File: src/rtl/mem_access_seq_if.sv
// ---------------------------------------------------------------------------
// mem_access_seq_if
// Request/response bus between the core's load/store stage and the memory
// access sequencer.
//   req_valid / req_ready : request handshake, transfer when both high
//   req_we                : 1 = store, 0 = load
//   req_funct3            : RV32 load/store funct3 (size and extension)
//   req_addr              : byte address
//   req_wdata             : store data, right-aligned
//   resp_valid            : one-cycle completion pulse
//   resp_rdata            : extended load data (0 for stores and errors)
//   resp_err              : unsupported funct3, qualified by resp_valid
// Modports: master = load/store stage, slave = sequencer.
// ---------------------------------------------------------------------------
interface mem_access_seq_if;
    logic        req_valid;
    logic        req_ready;
    logic        req_we;
    logic [2:0]  req_funct3;
    logic [31:0] req_addr;
    logic [31:0] req_wdata;
    logic        resp_valid;
    logic [31:0] resp_rdata;
    logic        resp_err;

    modport master (
        output req_valid, req_we, req_funct3, req_addr, req_wdata,
        input  req_ready, resp_valid, resp_rdata, resp_err
    );

    modport slave (
        input  req_valid, req_we, req_funct3, req_addr, req_wdata,
        output req_ready, resp_valid, resp_rdata, resp_err
    );
endinterface

File: src/rtl/mem_access_seq.sv
// ---------------------------------------------------------------------------
// mem_access_seq
// Sequencer between the load/store stage and a single-port synchronous data
// memory. Accepts one request at a time, selects byte lanes, splits accesses
// that straddle a word boundary into two aligned word accesses, and returns
// sign/zero-extended load data through a registered response.
// Ports:
//   clk, rst  : rising-edge clock, synchronous active-high reset
//   bus       : request/response bus (slave side)
//   mem_en    : memory access strobe
//   mem_we    : byte write enables, lane i = bits 8i+7:8i
//   mem_addr  : word address
//   mem_din   : write data
//   mem_dout  : read data, valid the cycle after mem_en
// ---------------------------------------------------------------------------
module mem_access_seq #(
    parameter int MEM_AWIDTH = 14
) (
    input  logic                  clk,
    input  logic                  rst,
    mem_access_seq_if.slave       bus,
    output logic                  mem_en,
    output logic [3:0]            mem_we,
    output logic [MEM_AWIDTH-1:0] mem_addr,
    output logic [31:0]           mem_din,
    input  logic [31:0]           mem_dout
);

    typedef enum logic [2:0] {IDLE, FIRST, SECOND, CAPTURE, RESP} state_t;

    state_t      state;
    logic        is_store_q;
    logic        err_q;
    logic        split_q;
    logic [2:0]  f3_q;
    logic [1:0]  off_q;
    logic [31:0] st_hi_q;     // upper half of the shifted store data
    logic [3:0]  we_hi_q;     // upper half of the shifted byte mask
    logic [31:0] lo_word_q;   // first word of a split load
    logic        mem_en_q;
    logic [3:0]  mem_we_q;
    logic        resp_valid_q;
    logic [31:0] resp_rdata_q;
    logic        resp_err_q;

    // Request decode, evaluated on the incoming request in IDLE.
    logic        req_err;
    logic        req_split;
    logic [2:0]  req_size;
    logic [3:0]  req_m4;
    logic [7:0]  req_mask;
    logic [63:0] req_data;
    logic [1:0]  req_off;

    // NOTE: every always_comb output gets a default first so no path can infer a latch.
    always_comb begin
        req_off  = bus.req_addr[1:0];
        req_size = 3'd4;
        req_m4   = 4'b1111;
        case (bus.req_funct3[1:0])
            2'b00:   begin req_size = 3'd1; req_m4 = 4'b0001; end
            2'b01:   begin req_size = 3'd2; req_m4 = 4'b0011; end
            default: begin req_size = 3'd4; req_m4 = 4'b1111; end
        endcase
        if (bus.req_we)
            req_err = (bus.req_funct3 > 3'd2);
        else
            req_err = (bus.req_funct3 == 3'b011) || (bus.req_funct3[2:1] == 2'b11);
        // Offset (max 3) plus size (max 4) fits in 3 bits.
        req_split = (({1'b0, req_off} + req_size) > 3'd4);
        req_mask  = {4'b0000, req_m4} << req_off;
        req_data  = {32'b0, bus.req_wdata} << {req_off, 3'b000};
    end

    // Load assembly: {second, first} shifted down by the byte offset. For a
    // split load mem_dout is the second word; otherwise it is the only word.
    logic [63:0] load_pair;
    logic [31:0] load_word;
    logic [31:0] load_ext;

    always_comb begin
        load_pair = split_q ? {mem_dout, lo_word_q} : {32'b0, mem_dout};
        load_word = 32'(load_pair >> {off_q, 3'b000});
        case (f3_q)
            3'b000:  load_ext = {{24{load_word[7]}}, load_word[7:0]};
            3'b001:  load_ext = {{16{load_word[15]}}, load_word[15:0]};
            3'b010:  load_ext = load_word;
            3'b100:  load_ext = {24'b0, load_word[7:0]};
            3'b101:  load_ext = {16'b0, load_word[15:0]};
            default: load_ext = 32'b0;
        endcase
    end

    // NOTE: sequential state uses non-blocking assignments only, so every
    // register samples pre-edge values regardless of statement order.
    always_ff @(posedge clk) begin
        if (rst) begin
            state        <= IDLE;
            is_store_q   <= 1'b0;
            err_q        <= 1'b0;
            split_q      <= 1'b0;
            f3_q         <= 3'b0;
            off_q        <= 2'b0;
            st_hi_q      <= 32'b0;
            we_hi_q      <= 4'b0;
            lo_word_q    <= 32'b0;
            mem_en_q     <= 1'b0;
            mem_we_q     <= 4'b0;
            mem_addr     <= '0;
            mem_din      <= 32'b0;
            resp_valid_q <= 1'b0;
            resp_rdata_q <= 32'b0;
            resp_err_q   <= 1'b0;
        end else begin
            // Strobes are single-cycle unless a branch below re-arms them.
            mem_en_q     <= 1'b0;
            mem_we_q     <= 4'b0;
            resp_valid_q <= 1'b0;
            case (state)
                IDLE: begin
                    if (bus.req_valid) begin
                        is_store_q <= bus.req_we;
                        err_q      <= req_err;
                        split_q    <= req_split;
                        f3_q       <= bus.req_funct3;
                        off_q      <= req_off;
                        st_hi_q    <= req_data[63:32];
                        we_hi_q    <= req_mask[7:4];
                        // Errors also pass through FIRST, with the memory
                        // left idle, so their response lands at T+2.
                        state      <= FIRST;
                        if (!req_err) begin
                            mem_en_q <= 1'b1;
                            mem_addr <= bus.req_addr[MEM_AWIDTH+1:2];
                            mem_we_q <= bus.req_we ? req_mask[3:0] : 4'b0;
                            mem_din  <= bus.req_we ? req_data[31:0] : 32'b0;
                        end
                    end
                end
                FIRST: begin
                    if (err_q) begin
                        resp_valid_q <= 1'b1;
                        resp_err_q   <= 1'b1;
                        resp_rdata_q <= 32'b0;
                        state        <= RESP;
                    end else if (split_q) begin
                        mem_en_q <= 1'b1;
                        mem_addr <= mem_addr + MEM_AWIDTH'(1); // wraps at the top word
                        mem_we_q <= is_store_q ? we_hi_q : 4'b0;
                        mem_din  <= is_store_q ? st_hi_q : 32'b0;
                        state    <= SECOND;
                    end else if (is_store_q) begin
                        resp_valid_q <= 1'b1;
                        resp_rdata_q <= 32'b0;
                        state        <= RESP;
                    end else begin
                        state <= CAPTURE;
                    end
                end
                SECOND: begin
                    if (is_store_q) begin
                        resp_valid_q <= 1'b1;
                        resp_rdata_q <= 32'b0;
                        state        <= RESP;
                    end else begin
                        lo_word_q <= mem_dout;
                        state     <= CAPTURE;
                    end
                end
                CAPTURE: begin
                    resp_valid_q <= 1'b1;
                    resp_rdata_q <= load_ext;
                    resp_err_q   <= 1'b0;
                    state        <= RESP;
                end
                RESP: begin
                    resp_rdata_q <= 32'b0;
                    resp_err_q   <= 1'b0;
                    state        <= IDLE;
                end
                default: state <= IDLE;
            endcase
        end
    end

    // The strobes are masked by rst so that a reset arriving in SECOND
    // suppresses the upper half of a split store at the very edge it would
    // have been written.
    assign mem_en = mem_en_q & ~rst;
    assign mem_we = mem_we_q & {4{~rst}};

    assign bus.req_ready  = (state == IDLE) && !rst;
    assign bus.resp_valid = resp_valid_q;
    assign bus.resp_rdata = resp_rdata_q;
    assign bus.resp_err   = resp_err_q;

    // Address bits above the memory range are intentionally ignored.
    logic unused_addr_bits;
    assign unused_addr_bits = ^bus.req_addr[31:MEM_AWIDTH+2];

endmodule

File: src/flat_wrapper.sv
// flat-port wrapper written by rule: the top's interface ports become plain ports
module mem_access_seq_flat 
#(
    parameter int MEM_AWIDTH = 14
)
  (clk, rst, mem_en, mem_we, mem_addr, mem_din, mem_dout, bus_req_valid, bus_req_we, bus_req_funct3, bus_req_addr, bus_req_wdata, bus_req_ready, bus_resp_valid, bus_resp_rdata, bus_resp_err);
  mem_access_seq_if bus_i ();
  input  logic clk;
  input  logic rst;
  output logic mem_en;
  output logic [3:0] mem_we;
  output logic [MEM_AWIDTH-1:0] mem_addr;
  output logic [31:0] mem_din;
  input  logic [31:0] mem_dout;
  input wire logic [$bits(bus_i.req_valid)-1:0] bus_req_valid;
  input wire logic [$bits(bus_i.req_we)-1:0] bus_req_we;
  input wire logic [$bits(bus_i.req_funct3)-1:0] bus_req_funct3;
  input wire logic [$bits(bus_i.req_addr)-1:0] bus_req_addr;
  input wire logic [$bits(bus_i.req_wdata)-1:0] bus_req_wdata;
  output wire logic [$bits(bus_i.req_ready)-1:0] bus_req_ready;
  output wire logic [$bits(bus_i.resp_valid)-1:0] bus_resp_valid;
  output wire logic [$bits(bus_i.resp_rdata)-1:0] bus_resp_rdata;
  output wire logic [$bits(bus_i.resp_err)-1:0] bus_resp_err;
  assign bus_i.req_valid = bus_req_valid;
  assign bus_i.req_we = bus_req_we;
  assign bus_i.req_funct3 = bus_req_funct3;
  assign bus_i.req_addr = bus_req_addr;
  assign bus_i.req_wdata = bus_req_wdata;
  assign bus_req_ready = bus_i.req_ready;
  assign bus_resp_valid = bus_i.resp_valid;
  assign bus_resp_rdata = bus_i.resp_rdata;
  assign bus_resp_err = bus_i.resp_err;
  mem_access_seq #(.MEM_AWIDTH(MEM_AWIDTH)) u_core (.clk(clk), .rst(rst), .bus(bus_i), .mem_en(mem_en), .mem_we(mem_we), .mem_addr(mem_addr), .mem_din(mem_din), .mem_dout(mem_dout));
endmodule
File: config.mk
export PLATFORM = sky130hd
export DESIGN_NAME = mem_access_seq_flat
export DESIGN_NICKNAME = d
export VERILOG_FILES = /design/src/rtl/mem_access_seq_if.sv /design/src/rtl/mem_access_seq.sv /design/src/flat_wrapper.sv
export SDC_FILE = /design/constraint.sdc
export NUM_CORES = 1
export LEC_CHECK = 0
export CAP_MARGIN = 40
export CORE_MARGIN = 2
export CORE_UTILIZATION = 55
export CTS_CLUSTER_SIZE = 8
export DETAILED_ROUTE_END_ITERATION = 12
export PLACE_DENSITY = 0.87
export SETUP_SLACK_MARGIN = 0.3
export SLEW_MARGIN = 20
export SYNTH_ARGS = -nofsm -noshare
export SYNTH_HDL_FRONTEND = slang
export SYNTH_SLANG_ARGS = --single-unit
File: constraint.sdc
create_clock -name clk -period 6.4 [get_ports clk]
set_clock_uncertainty 0.05 [all_clocks]
set_input_delay 1.6 -clock clk [delete_from_list [all_inputs] [get_ports clk]]
set_output_delay 1.6 -clock clk [all_outputs]
set_load 0.02 [all_outputs]
==> impl_results.md, run 1 <==
* Measured slew at the worst slew-check pin at 0.815 ns
* Postcts setup bufs at 0
* Post-CTS Resized at 0
* Leakage power at 3.51 nW
* Synth Warn # at 0
* Vias per cell at between 6 and 7
* Syn Inst Count at 987
* FMAX at 221 MHz
* Final routed DRC violation total at 0
* Vias in the first global route at 7663
* Mean Syn Cell Area at 8.38 sq um
* Final setup TNS at 0 ns
* CTS max path bufs at 2
* Ratio of cells with drive above 1 in the final layout at between 10% and 20%
* Total detailed-routing wirelength at 25500 microns
* Fin crit period at around 4.5 ns
* Critical path fanouts, max at 52
* Post-DRT Antenna Nets at 0
* Post-Syn Nets at 1093
* Wire length per cell at 19.6 microns
* Cts bufs inserted at 17
* Clk Latency, worst-skew pair at 0.43 ns
* CORE AREA at 14600 sq um
* Port Buffers at around 170
* Total Routing Usage GR at 31.5%
* Htree depth at 4
* Grt total ovfl at 0
* Switching pwr at 0.876 mW
* Synth Flop Type: dfxtp_1
* Final WS setup at 1.87 ns
* First-pass GRT wire length at 40600 microns
* Multi-input logic area at 4780 sq um
* Ports at ~190
* P_int at 1.94 mW
* Outcome: finished clean
* Max VDD drop at around 0.00020 V
* Largest net degree at the start of global routing at 56
* Cell area power density at 264 nW/um^2
* Gpl congestion at approximately 0.96
* # nets final at approximately 1200
* Critical Path AT at 2.88 ns
* Die Ht at 127 microns
* Power Total at around 2.8 mW
* Crit path required time at about 4.8 ns
* Mapped cell area at 8270 sq um
* Critical path class: in2out
* Critical Path Max Stage Delay at between 0.6 and 0.7 ns
* Clock sinks at 155
* Post-synth EDFFs at 0
* Gate power share at 24.9%
* Final setup fails at 0
* HP Start: u_core.st_hi_q[22]$_SDFFE_PP0P_
* Root Driver: clkbuf_16
* Die W at 127 microns
* Starting Density at about 57%
* Core Rows at 44
* Via count at 8402
* DP HPWL at 17100 microns
* Critical path, cell by cell: buf_4 > nor3_1 > clkdlybuf4s50_1
* ANT cells at 0
* Worst R2R End: u_core.mem_din[2]$_SDFFE_PP0P_
* Final Hold Viols at 0
* Worst path slowest cell: clkdlybuf4s50_1
* First-pass DRT Iterations at 8
* Nature of the critical path startpoint: input port
* Clock power frac at around 37%
* Seq cells post-synth at 155
* Fin. max-slew vios at 0
* Unrepaired setup endpoints after global routing: no
* Register Area at 3110 sq um
* Drt first-iter violations at roughly 1000
* Hold depth at 2
* CTS tree: built
* Sequential share of power at 38.6%
* Die ar. at 16000 sq um
* Worst R2R Setup Slack at around 3.5 ns
* Initial antenna violation count at 0
* CTS clk-pin slew, worst paths at 0.06 ns
* P&R area growth vs syn at 29.0%
* R2R depth at 6
* Ys async rst share at 0%
* Min-Delay Path Class: reg2reg
* Sw Ratio at 31.2%
* Final worst path period share at a little over two thirds
* Fill cells at 1044
* Pre-CTS WS at 1.93 ns
* Reg-to-reg startpoint: u_core.state[2]$_SDFFE_PP0P_
* Seq/Total Area, Yosys at 37.5%
* Slew HR at between 40% and 50%
* Max Cap Viol at 0
* # hold bufs at CTS at 0
* Number of library cell types mapped by synthesis at 59
* CP endpoint kind: output port
* Hold EP: u_core.st_hi_q[22]$_SDFFE_PP0P_
-- metrics by stage --
| step | hold WS, ns | utilization (%) | std cells | area [sq um] |
|---|---|---|---|---|
| CTS | 0.402 | 73.0 | 1299 | 10600 |
| global route | 0.419 | 73.1 | 1300 | 10700 |
| detailed placement | 0.394 | 68.8 | 1267 | 10000 |
| floorplan | 0.382 | - | 987 | 8270 |
| finish | 0.400 | 73.1 | 1300 | 10700 |
| global placement | 0.388 | 68.2 | 1262 | 9950 |
-- per-layer routing --
layer,vias up,track usage [%],share of wire (%),routed length [microns]
met2,478,47.7,46,11700
met1,3990,43.6,40,10300
li1,3859,-,-,-
met4,0,11.0,2.9,740
met3,75,8.56,11,2740
met5,-,0,0,0
-- state kept, by name, indices dropped and copies added (netlist names) --
signal and cells:
u_core.bus.resp_rdata 32, u_core.lo_word_q 32, u_core.mem_din 32, u_core.st_hi_q 24, u_core.mem_addr 14, u_core.mem_we_q 4
u_core.f3_q 3, u_core.state 3, u_core.we_hi_q 3, u_core.off_q 2, u_core.bus.resp_err 1, u_core.bus.resp_valid 1
u_core.err_q 1, u_core.is_store_q 1, u_core.mem_en_q 1, u_core.split_q 1
-- synthesized netlist by cell type, types with 2 or more instances --
cell | n | area (sq um)
buf_2 | 11 | 55.1
o21ai_0 | 24 | 120
nor3b_1 | 2 | 15.0
nand3_1 | 25 | 125
nor2b_1 | 11 | 68.8
nand2_1 | 168 | 631
a31oi_1 | 4 | 25.0
a21o_1 | 2 | 15.0
or3_1 | 3 | 18.8
mux2i_1 | 20 | 200
mux4_2 | 29 | 653
nor3_1 | 35 | 175
a211oi_1 | 9 | 67.6
o21a_1 | 2 | 15.0
nand4_1 | 3 | 18.8
a221oi_1 | 49 | 429
and2_1 | 4 | 25.0
a21oi_1 | 104 | 521
nor2_1 | 102 | 383
a2bb2oi_1 | 3 | 26.3
a311oi_1 | 11 | 96.3
a22oi_1 | 16 | 120
a2111oi_0 | 2 | 17.5
o41ai_1 | 3 | 26.3
nand2b_1 | 5 | 31.3
or3b_2 | 2 | 17.5
or4_1 | 9 | 67.6
o32ai_1 | 7 | 61.3
a21boi_0 | 2 | 15.0
inv_1 | 6 | 22.5
o31ai_1 | 4 | 30.0
buf_1 | 6 | 22.5
ha_1 | 2 | 25.0
and3_1 | 2 | 12.5
dfxtp_1 | 155 | 3100
clkbuf_1 | 74 | 278
a21oi_2 | 2 | 17.5
a32oi_1 | 10 | 87.6
mux2_2 | 39 | 439
-- power groups by stage --
stage | clock (mW) | combinational [mW] | sequential [mW]
after global placement | 0 | 0.646 | 1.11
after CTS | 1.03 | 0.683 | 1.09
final | 1.03 | 0.699 | 1.09
after detailed placement | 0 | 0.677 | 1.11
after global routing | 1.08 | 0.750 | 1.09
after floorplan | 0 | 0.405 | 1.13
-- critical path: cells and delay by family --
family                 cells  cell delay, ns
buffers and inverters      2            0.95
AND/OR/NAND/NOR            1            0.33
-- kinds of logic (layout without fill, tap and decap cells) --
logic type / after synthesis / in the layout / synth area share, %
flops: 155 / 155 / 37.5
mux: 88 / 88 / 15.6
xor+xnor: 1 / 1 / 0.106
simple gates: 381 / 381 / 20.5
fa+ha+maj: 3 / 3 / 0.545
buf+inv: 100 / 229 / 4.76
compound gates: 259 / 259 / 21.0
-- how the worst max path moves through the flow --
stage                     cells past startpoint       endpoint  startpoint  slack [ns]
after floorplan                               3  bus_req_ready         rst        2.27
after global placement                        3  bus_req_ready         rst        1.97
after detailed placement                      3  bus_req_ready         rst        1.93
after CTS                                     3  bus_req_ready         rst        1.93
after global routing                          3  bus_req_ready         rst        1.81
final                                         3  bus_req_ready         rst        1.87
-- layout make-up --
class | count | share of cell area [%]
multi-input combinational | 732 | 44.8
sequential | 155 | 29.1
timing repair buffer | 190 | 18.0
clock buffer | 20 | 4.39
tap | 184 | 2.16
clock inverter | 12 | 1.29
inverter | 7 | 0.246
-- cell usage in the layout, fill, tap and decap left out, types with 3 or more instances in the layout --
| master | instances |
|---|---|
| o32ai_1 | 7 |
| a211oi_1 | 9 |
| buf_4 | 13 |
| a221oi_1 | 49 |
| clkbuf_16 | 18 |
| a21oi_1 | 104 |
| mux2i_1 | 20 |
| nand2_1 | 168 |
| mux4_2 | 29 |
| nor2_1 | 102 |
| clkdlybuf4s50_1 | 171 |
| nand4_1 | 3 |
| o31ai_1 | 4 |
| buf_12 | 3 |
| a2bb2oi_1 | 3 |
| clkinvlp_4 | 5 |
| nor3_1 | 35 |
| o21ai_0 | 24 |
| a32oi_1 | 10 |
| a31oi_1 | 4 |
| and2_1 | 4 |
| or3_1 | 3 |
| a22oi_1 | 16 |
| dfxtp_1 | 154 |
| or4_1 | 9 |
| o41ai_1 | 3 |
| nand2b_1 | 5 |
| inv_1 | 6 |
| nor2b_1 | 11 |
| nand3_1 | 25 |
| mux2_2 | 39 |
| a311oi_1 | 11 |
No activity file was read; power rests on OpenSTA's default activity.
==> run 2: changes to the inputs <==
--- a/config.mk
+++ b/config.mk
@@ -7,10 +7,10 @@
 export LEC_CHECK = 0
 export CAP_MARGIN = 40
 export CORE_MARGIN = 2
-export CORE_UTILIZATION = 55
+export CORE_UTILIZATION = 51
 export CTS_CLUSTER_SIZE = 8
 export DETAILED_ROUTE_END_ITERATION = 12
-export PLACE_DENSITY = 0.87
+export PLACE_DENSITY = 0.82
 export SETUP_SLACK_MARGIN = 0.3
 export SLEW_MARGIN = 20
 export SYNTH_ARGS = -nofsm -noshare
==> constraint.sdc (replaced) <==
create_clock -name clk -period 4.2 [get_ports clk]
set_clock_uncertainty 0.05 [all_clocks]
set_input_delay 1.05 -clock clk [delete_from_list [all_inputs] [get_ports clk]]
set_output_delay 1.05 -clock clk [all_outputs]
set_load 0.02 [all_outputs]
==> impl_results.md, run 2 (synthesized netlist as in run 1, its figures left out) <==
* Placed instance area at 10100 sq um
* CTS max path bufs at 2
* Final Util at between 60 and 70%
* Initial antenna violation count at 0
* Critical path, cell by cell: buf_4 > nor3_1 > clkdlybuf4s50_1
* Clk Latency, worst-skew pair at 0.44 ns
* Leakage power at 3.54 nW
* CORE AREA at between 15000 and 20000 sq um
* First-pass DRT Iterations at 6
* Final worst path period share at 78.3%
* Ports at 189
* Commonest cells after routing, fill and taps aside: clkdlybuf4s50_1 (171), nand2_1 (168), dfxtp_1 (154)
* Outcome: finished clean
* Max VDD drop at 0.000274 V
* Post-layout instance area at 10700 sq um
* Nature of the critical path startpoint: input port
* Worst path slowest cell: clkdlybuf4s50_1
* Via count at 8489
* Final setup fails at 0
* Most common cell after layout, fill and taps aside: clkdlybuf4s50_1
* Final routed DRC violation total at 0
* Power Total at roughly 4.3 mW
* Max Cap Viol at 0
* CP endpoint kind: output port
* Htree depth at 4
* Post-CTS Resized at 0
* Drt first-iter violations at ~960
* CTS tree: built
* Final Hold Viols at 0
* Fin crit period at 3.29 ns
* FMAX at 304 MHz
* Wire length per cell at 19.3 microns
* Total Routing Usage GR at 29.4%
* Critical path fanouts, max at 43
* Die W at 131 microns
* Gpl congestion at 0.895
* Core Rows at 46
* Port Buffers at 172
* Crit path required time at 3.10 ns
* Fin. max-slew vios at 0
* Measured slew at the worst slew-check pin at 0.805 ns
* Ratio of cells with drive above 1 in the final layout at about an eighth
* Post-DRT Antenna Nets at 0
* Clock sinks at 155
* Postcts setup bufs at 0
* Vias per cell at 6.36
* # nets final at 1213
* Min-Delay Path Class: reg2reg
* Vias in the first global route at 7733
* Die Ht at 131 microns
* Critical Path AT at 2.19 ns
* First-pass GRT wire length at 41300 microns
* ANT cells at 0
* DP HPWL at between 15000 and 20000 microns
* Grt total ovfl at 0
* Largest net degree at the start of global routing at 81
* Critical path class: in2out
* Critical Path Max Stage Delay at 0.64 ns
* CTS clk-pin slew, worst paths at 0.06 ns
* Buffers & Inverters on Critical Path at 2
* Unrepaired setup endpoints after global routing: no
* P&R area growth vs syn at 29.5%
* Die ar. at 17300 sq um
* Final setup TNS at 0 ns
* # hold bufs at CTS at 0
* Slew HR at between 40 and 50%
* Starting Density at ~52%
* Total detailed-routing wirelength at 25700 microns
* Cell area power density at 404 nW/um^2
* Cell family with most CP delay: buffers and inverters
* Root Driver: clkbuf_16
* Cts bufs inserted at 17
## run 2: cell count changes in the layout (fill, tap and decap cells not counted), moves of 2 or more
cell / before / now
buf_12: 3 / 0
clkinvlp_4: 5 / 1
clkbuf_8: 1 / 5
buf_4: 13 / 20
clkinv_2: 1 / 3
inv_6: 2 / 0
clkinv_4: 2 / 0
## run 2: worst paths after layout
path,start,end,slack (ns),cells after the start
setup / recovery,rst,bus_req_ready,0.91,3
hold / removal,u_core.st_hi_q[17]$_SDFFE_PP0P_,u_core.st_hi_q[17]$_SDFFE_PP0P_,0.40,2
hold reg to reg,u_core.st_hi_q[17]$_SDFFE_PP0P_,u_core.st_hi_q[17]$_SDFFE_PP0P_,0.40,2
setup reg to reg,u_core.state[2]$_SDFFE_PP0P_,u_core.mem_din[19]$_SDFFE_PP0P_,1.31,6
## run 2: layout make-up
type	count	area, sq um
Clock buffer	23	498
Clock inverter	7	113
Sequential cell	155	3110
Timing Repair Buffer	194	1910
Tap cell	216	270
Inverter	7	26.3
Multi-Input combinational cell	732	4790
Fill cell	1286	5170
## run 2: worst min-delay path, stage by stage, from the launching register on
cell and delay (ns):
dfxtp_1 0.31, nand2_1 0.05, a21oi_1 0.05
## run 2: power breakdown
group          total [mW]  switching, mW  internal, mW
Clock                1.62          0.612          1.00
Combinational        1.05          0.603         0.446
Sequential           1.66         0.0947          1.57
Total                4.33           1.31          3.02
## run 2: routing by layer
metal	up-vias	track usage, %	share of wire, %
met5	-	0	0
met4	0	10.7	3.5
met3	80	6.33	9.6
met2	519	44.4	45
met1	4029	41.5	42
li1	3861	-	-
## run 2: through the flow
stage	worst slack (ns)	hold WS [ns]	instances
finish	0.911	0.403	1334
floorplan	1.17	0.382	987
CTS	0.916	0.404	1333
global route	0.806	0.413	1334
detailed placement	0.663	0.396	1303
global placement	0.761	0.389	1300
